`config.mk`:
```
export PLATFORM = sky130hd
export DESIGN_NAME = fir_filter_seq
export DESIGN_NICKNAME = d
export VERILOG_FILES = /design/src/rtl/fir_pkg.sv /design/src/rtl/fir_filter_seq_mac.sv /design/src/rtl/fir_filter_seq.sv
export SDC_FILE = /design/constraint.sdc
export NUM_CORES = 2
export LEC_CHECK = 0
export BUFFER_PORTS_ARGS = -buffer_cell sky130_fd_sc_hd__buf_2
export CAP_MARGIN = 20
export CORE_ASPECT_RATIO = 1.5
export CORE_MARGIN = 3
export CORE_UTILIZATION = 39
export CTS_BUF_LIST = sky130_fd_sc_hd__clkbuf_4
export DETAILED_ROUTE_END_ITERATION = 12
export GPL_TIMING_DRIVEN = 0
export PLACE_DENSITY = 0.54
export SYNTH_ARGS = -nofsm -noshare
export SYNTH_HDL_FRONTEND = slang
export SYNTH_SLANG_ARGS = --single-unit
```
`constraint.sdc`:
```
create_clock -name clk -period 14 [get_ports clk]
set_input_delay 0.7 -clock clk [delete_from_list [all_inputs] [get_ports clk]]
set_output_delay 0.7 -clock clk [all_outputs]
set_load 0.1 [all_outputs]
```
`src/rtl/fir_pkg.sv`:
```
// Shared state encoding and width helpers for the sequential FIR filter.
package fir_pkg;

  localparam int SAT_MAXW = 128;

  typedef enum logic [1:0] {
    IDLE = 2'd0,
    MAC  = 2'd1,
    HOLD = 2'd2
  } fir_state_e;

  function automatic int clog2(input int n);
    int r;
    r = 0;
    while ((1 << r) < n) r++;
    return r;
  endfunction

  // Sign-extends the low in_w bits of v, then clamps to the signed out_w range.
  function automatic logic signed [SAT_MAXW-1:0] sat_trunc(
    input logic signed [SAT_MAXW-1:0] v,
    input int                         in_w,
    input int                         out_w
  );
    logic signed [SAT_MAXW-1:0] ext;
    logic signed [SAT_MAXW-1:0] hi;
    logic signed [SAT_MAXW-1:0] lo;
    ext = (v <<< (SAT_MAXW - in_w)) >>> (SAT_MAXW - in_w);
    hi  = {1'b0, {(SAT_MAXW-1){1'b1}}} >> (SAT_MAXW - out_w);
    lo  = ~hi;
    if (ext > hi) return hi;
    if (ext < lo) return lo;
    return ext;
  endfunction

endpackage

```
`src/rtl/fir_filter_seq_mac.sv`:
```
// Shared signed multiplier feeding an AWL-wide accumulator with clear and enable.
// acc_nxt is the sum the next enabled edge stores, so control can capture it early.
module fir_mac #(
  parameter int WL  = 32,
  parameter int CWL = 16,
  parameter int AWL = 51
) (
  input  logic                  clk,
  input  logic                  rst_n,
  input  logic                  clr,
  input  logic                  en,
  input  logic signed [WL-1:0]  smp,
  input  logic signed [CWL-1:0] coef,
  output logic signed [AWL-1:0] acc_nxt
);

  localparam int PW = WL + CWL;

  logic [PW-1:0]         smp_ext;
  logic [PW-1:0]         coef_ext;
  logic [PW-1:0]         prod;
  logic signed [AWL-1:0] acc_q;
  logic signed [AWL-1:0] acc_d;

  // Operands are sign-extended to the product width, so the low PW bits are the signed product.
  always_comb begin
    smp_ext  = {{(PW-WL){smp[WL-1]}}, smp};
    coef_ext = {{(PW-CWL){coef[CWL-1]}}, coef};
    prod     = smp_ext * coef_ext;
    acc_nxt  = acc_q + {{(AWL-PW){prod[PW-1]}}, prod};
    acc_d    = acc_q;
    if (clr) begin
      acc_d = '0;
    end else if (en) begin
      acc_d = acc_nxt;
    end
  end

  always_ff @(posedge clk or negedge rst_n) begin
    if (!rst_n) begin
      acc_q <= '0;
    end else begin
      acc_q <= acc_d;
    end
  end

endmodule

```
`src/rtl/fir_filter_seq.sv`:
```
// Sequential FIR: one shared multiplier walks the taps, then the scaled, saturated result
// is held behind a valid/ready handshake; coefficients and flush act only while idle.
module fir_filter_seq
  import fir_pkg::*;
#(
  parameter int WL    = 32,
  parameter int CWL   = 16,
  parameter int NTAPS = 8,
  parameter int SHIFT = 0
) (
  input  logic                    clk,
  input  logic                    rst_n,
  input  logic [WL-1:0]           x_in,
  input  logic                    x_valid,
  output logic                    x_ready,
  output logic [WL-1:0]           y_out,
  output logic                    y_valid,
  input  logic                    y_ready,
  input  logic                    coef_wr,
  input  logic [clog2(NTAPS)-1:0] coef_addr,
  input  logic [CWL-1:0]          coef_data,
  input  logic                    flush
);

  localparam int            KW     = clog2(NTAPS);
  localparam int            AWL    = WL + CWL + KW;
  localparam logic [KW-1:0] K_LAST = KW'(NTAPS - 1);

  fir_state_e state_q, state_d;
  logic [KW-1:0]  k_q, k_d;
  logic [WL-1:0]  d_q [NTAPS];
  logic [WL-1:0]  d_d [NTAPS];
  logic [CWL-1:0] c_q [NTAPS];
  logic [CWL-1:0] c_d [NTAPS];
  logic [WL-1:0]  y_q, y_d;
  logic           y_vld_q, y_vld_d;
  logic           mac_clr;
  logic           mac_en;

  logic signed [AWL-1:0]      acc_nxt;
  logic signed [AWL-1:0]      acc_sh;
  logic signed [SAT_MAXW-1:0] sat_res;
  logic                       sat_unused;

  fir_mac #(
    .WL (WL),
    .CWL(CWL),
    .AWL(AWL)
  ) u_mac (
    .clk    (clk),
    .rst_n  (rst_n),
    .clr    (mac_clr),
    .en     (mac_en),
    .smp    (d_q[k_q]),
    .coef   (c_q[k_q]),
    .acc_nxt(acc_nxt)
  );

  // The final product is folded in combinationally so the result lands on the MAC->HOLD edge.
  assign acc_sh     = acc_nxt >>> SHIFT;
  assign sat_res    = sat_trunc(SAT_MAXW'(acc_sh), AWL, WL);
  assign sat_unused = ^sat_res[SAT_MAXW-1:WL];

  assign y_out   = y_q;
  assign y_valid = y_vld_q;

  always_comb begin
    state_d = state_q;
    k_d     = k_q;
    d_d     = d_q;
    c_d     = c_q;
    y_d     = y_q;
    y_vld_d = y_vld_q;
    mac_clr = 1'b0;
    mac_en  = 1'b0;
    x_ready = 1'b0;
    case (state_q)
      IDLE: begin
        x_ready = !flush;
        if (coef_wr && (int'(coef_addr) < NTAPS)) begin
          c_d[coef_addr] = coef_data;
        end
        if (flush) begin
          for (int i = 0; i < NTAPS; i++) d_d[i] = '0;
        end else if (x_valid) begin
          for (int i = NTAPS - 1; i > 0; i--) d_d[i] = d_q[i-1];
          d_d[0]  = x_in;
          k_d     = '0;
          mac_clr = 1'b1;
          state_d = MAC;
        end
      end
      MAC: begin
        mac_en = 1'b1;
        if (k_q == K_LAST) begin
          y_d     = sat_res[WL-1:0];
          y_vld_d = 1'b1;
          state_d = HOLD;
        end else begin
          k_d = k_q + KW'(1);
        end
      end
      HOLD: begin
        if (y_ready) begin
          y_vld_d = 1'b0;
          state_d = IDLE;
        end
      end
      default: state_d = IDLE;
    endcase
  end

  always_ff @(posedge clk or negedge rst_n) begin
    if (!rst_n) begin
      state_q <= IDLE;
      k_q     <= '0;
      y_q     <= '0;
      y_vld_q <= 1'b0;
      for (int i = 0; i < NTAPS; i++) begin
        d_q[i] <= '0;
        c_q[i] <= '0;
      end
    end else begin
      state_q <= state_d;
      k_q     <= k_d;
      y_q     <= y_d;
      y_vld_q <= y_vld_d;
      d_q     <= d_d;
      c_q     <= c_d;
    end
  end

endmodule

```
==> results by group <==
Outcome
  – Run status: completed

Drt
  – First-pass iteration count of the detailed router: 7
  – Detailed-route wire length: 134000 um
  – Detailed-route wire length per cell: 23.3 um
  – # DRC: 0
  – Overall via count from detail_route: 31200
  – Final ANT Viol Nets: 0
  – Number of DRC markers in iteration 0: 1697
  – Vias per Instance: 5.43

Setup path
  – Startpoint type of the worst setup path: flip-flop
  – Critical path peak fanout: 10
  – Slowest Stage Delay on Critical Path: 0.85 ns
  – Beginning of the worst register-to-register path: k_q[2]
  – Type of the worst setup path: flip-flop to flip-flop
  – Critical Path AT: 14.18 ns
  – Critical path capture point type: flip-flop
  – Slowest stage cell, crit path: sky130_fd_sc_hd__clkbuf_1
  – Reg-to-reg critical path endpoint: y_out[26]
  – Worst Reg-to-Reg Cells: 42
  – Worst-case register-to-register setup slack: 0.65 ns
  – Required time of the critical path: 14.83 ns
  – Cell mode on critical path: sky130_fd_sc_hd__fa_1

Clocking
  – Depth of the CTS H-tree: 3
  – TritonCTS clock tree: built
  – Worst-case clock buffer depth: 3
  – Root Buffer: sky130_fd_sc_hd__clkbuf_4
  – TritonCTS Sinks: 473
  – Number of buffers created by CTS: 119
  – Clock slew at reported path FFs: 0.08 ns
  – Clock insertion delay at the later pin of the skew report: 1.03 ns

Floorplanning
  – I/O pin count: 91
  – Area inside the core boundary: 0.106 sq mm
  – Number of rows in the core area: 146
  – Floorplan die width: 273 um
  – Die outline area: 0.111 sq mm
  – Height of the chip: 407 um
  – Initial standard-cell utilization of the core: 39.4%

Global routing
  – Met2 GRT Util: 43.3%
  – Fraction of met3 tracks used by global routing: 3.43%
  – GRT Max-Usage Layer: met2
  – Initial antenna violation count: 7
  – Via count of the first global-routing pass: 33300
  – GR Util met1: 27.9%
  – GRT Overall Usage: 24.4%
  – Maximum number of pins on one net before global-route repair: 121
  – First-pass GRT wire length: 203000 um
  – Aggregate global routing overflow: 0

STA
  – Max Fclk: 0.0749 GHz
  – Fin crit period: 13.35 ns
  – Share of the clock period used by the worst path: 95.4%
  – Worst Skew: 0.0885 ns
  – Total count of max-transition violations in the final report: 0
  – Max-slew headroom: 20.7%
  – Total negative setup slack: 0 ns
  – Number of failing hold endpoints at the final stage: 0
  – Worst-margin pin slew: 1.16 ns
  – Setup violators final: 0

Worst hold path
  – Hold Path Class: input port to flip-flop
  – Hold path startpoint: coef_data[13]
  – Hold worst-path end: c_q[109]
  – Number of cells on the worst hold path: 2

Cells and area
  – Total non-filler cell area in the finished layout: 0.0463 sq mm
  – # nets final: 4985
  – Synth-to-layout area growth: 10.8%
  – Number of fill cells: 10400
  – Register Area: 0.0118 sq mm
  – Area of combinational cells with multiple inputs: 0.0268 sq mm
  – Most common cell after layout, fill and taps aside: sky130_fd_sc_hd__inv_1
  – Commonest non-fill, non-tap cells in the layout: 602 x sky130_fd_sc_hd__inv_1, 487 x sky130_fd_sc_hd__fa_1, 473 x sky130_fd_sc_hd__dfrtp_1
  – Fraction of layout instances using a drive strength above 1: 15.7%

Placed design
  – GPL Wtd Cong: 0.984
  – Number of input and output port buffers inserted: 90
  – Placed cell areas: 0.0443 sq mm
  – Placed wire-length estimate: 107000 um

Synthesis
  – Register bit count reported by yosys: 473
  – Total of warnings raised by yosys: 0
  – Commonest register cell after synthesis: sky130_fd_sc_hd__dfrtp_1
  – Total nets after synthesis: 4706
  – Synthesized area divided by synthesized cell count: 10.5 sq um
  – Gate count of the mapped netlist: 3993
  – Seq/Total Area, Yosys: 28.3%
  – Number of synthesized flops with an enable pin: 0
  – Unique cell type count in the Yosys netlist: 99
  – Async S/R FF share, synth: 100%
  – Area of the mapped netlist: 0.0418 sq mm

Run
  – Number of max-capacitance violations reported: 0
how the worst max path moves through the flow:
stage                           end   start  cells after the start
after floorplan           y_out[25]  k_q[0]                     43
after global placement    y_out[18]  k_q[0]                     43
after CTS                 y_out[29]  k_q[0]                     43
after global routing      y_out[29]  k_q[0]                     44
final                     y_out[26]  k_q[2]                     42
after detailed placement  y_out[18]  k_q[0]                     43
state kept, by name (all words and copies together) (netlist names):
name,flops
k_q,3
u_mac.acc_q,51
c_q,128
d_q,256
state_q,2
y_out,32
y_valid,1
per-layer routing:
layer / part of all wire, % / up-vias
li1: - / 13900
met1: 38 / 16000
met2: 51 / 920
met3: 4.9 / 344
met4: 6.7 / 2
met5: 0.0097 / -
Yosys cell counts, types with 42 or more instances:
library cell               number  share of area, %
sky130_fd_sc_hd__a21o_1        42              0.75
sky130_fd_sc_hd__a21oi_1      117               1.4
sky130_fd_sc_hd__a22o_1       257               5.4
sky130_fd_sc_hd__and2_1        67               1.0
sky130_fd_sc_hd__clkbuf_1     166               1.5
sky130_fd_sc_hd__dfrtp_1      473                28
sky130_fd_sc_hd__fa_1         487                23
sky130_fd_sc_hd__ha_1         169               5.1
sky130_fd_sc_hd__inv_1        602               5.4
sky130_fd_sc_hd__mux2_2       174               4.7
sky130_fd_sc_hd__mux4_2        96               5.2
sky130_fd_sc_hd__nand2_1      453               4.1
sky130_fd_sc_hd__nor2_1       217               1.9
sky130_fd_sc_hd__o21ai_0       69              0.83
sky130_fd_sc_hd__xnor2_1       65               1.4
stage by stage:
step	utilization [%]	hold WS, ns	worst slack [ns]	instances
after detailed placement	41.8	0.488	0.212	5509
after floorplan	-	0.404	2.62	3993
final	43.7	0.0968	0.647	5754
after global placement	41.5	0.482	-0.362	5489
after global routing	43.7	0.0549	-0.0228	5754
after CTS	43.7	0.00104	0.183	5751
repair_timing:
action                     CTS  global route
buffers inserted             0             0
setup endpoints to repair    0            32
gates resized for setup      0            13
hold buffers                47             0
hold endpoints to repair   208             0
area by class of cell:
cell class	instances	share of cell area, %
antenna	2	0.0108
buffer	214	2.08
clock buffer	162	2.63
clock inverter	33	0.524
inverter	602	4.88
multi-input combinational	2704	57.9
sequential	473	25.6
tap	1406	3.80
timing repair buffer	158	2.68
worst max-delay path, delay by kind of cell (launching register included):
family / cells / cell delay (ns)
AO/OA/AOI/OAI: 13 / 3.28
XOR/XNOR: 2 / 0.39
adder cells (fa/ha/maj): 8 / 3.67
buffers and inverters: 11 / 3.52
flip-flops: 1 / 0.35
multiplexers: 1 / 0.38
AND/OR/NAND/NOR: 7 / 1.54
logic make-up after synthesis:
| kind of cell | after synthesis | share of synthesized area, % |
|---|---|---|
| simple gates | 952 | 10.3 |
| buf+inv | 816 | 7.69 |
| compound gates | 711 | 12.8 |
| fa+ha+maj | 656 | 28.4 |
| flops | 473 | 28.3 |
| mux | 298 | 10.5 |
| xor+xnor | 87 | 1.90 |
Power is left out: the tool's default activity adds up to more than one toggle a clock period on the data nets, which glitch-free logic cannot reach.
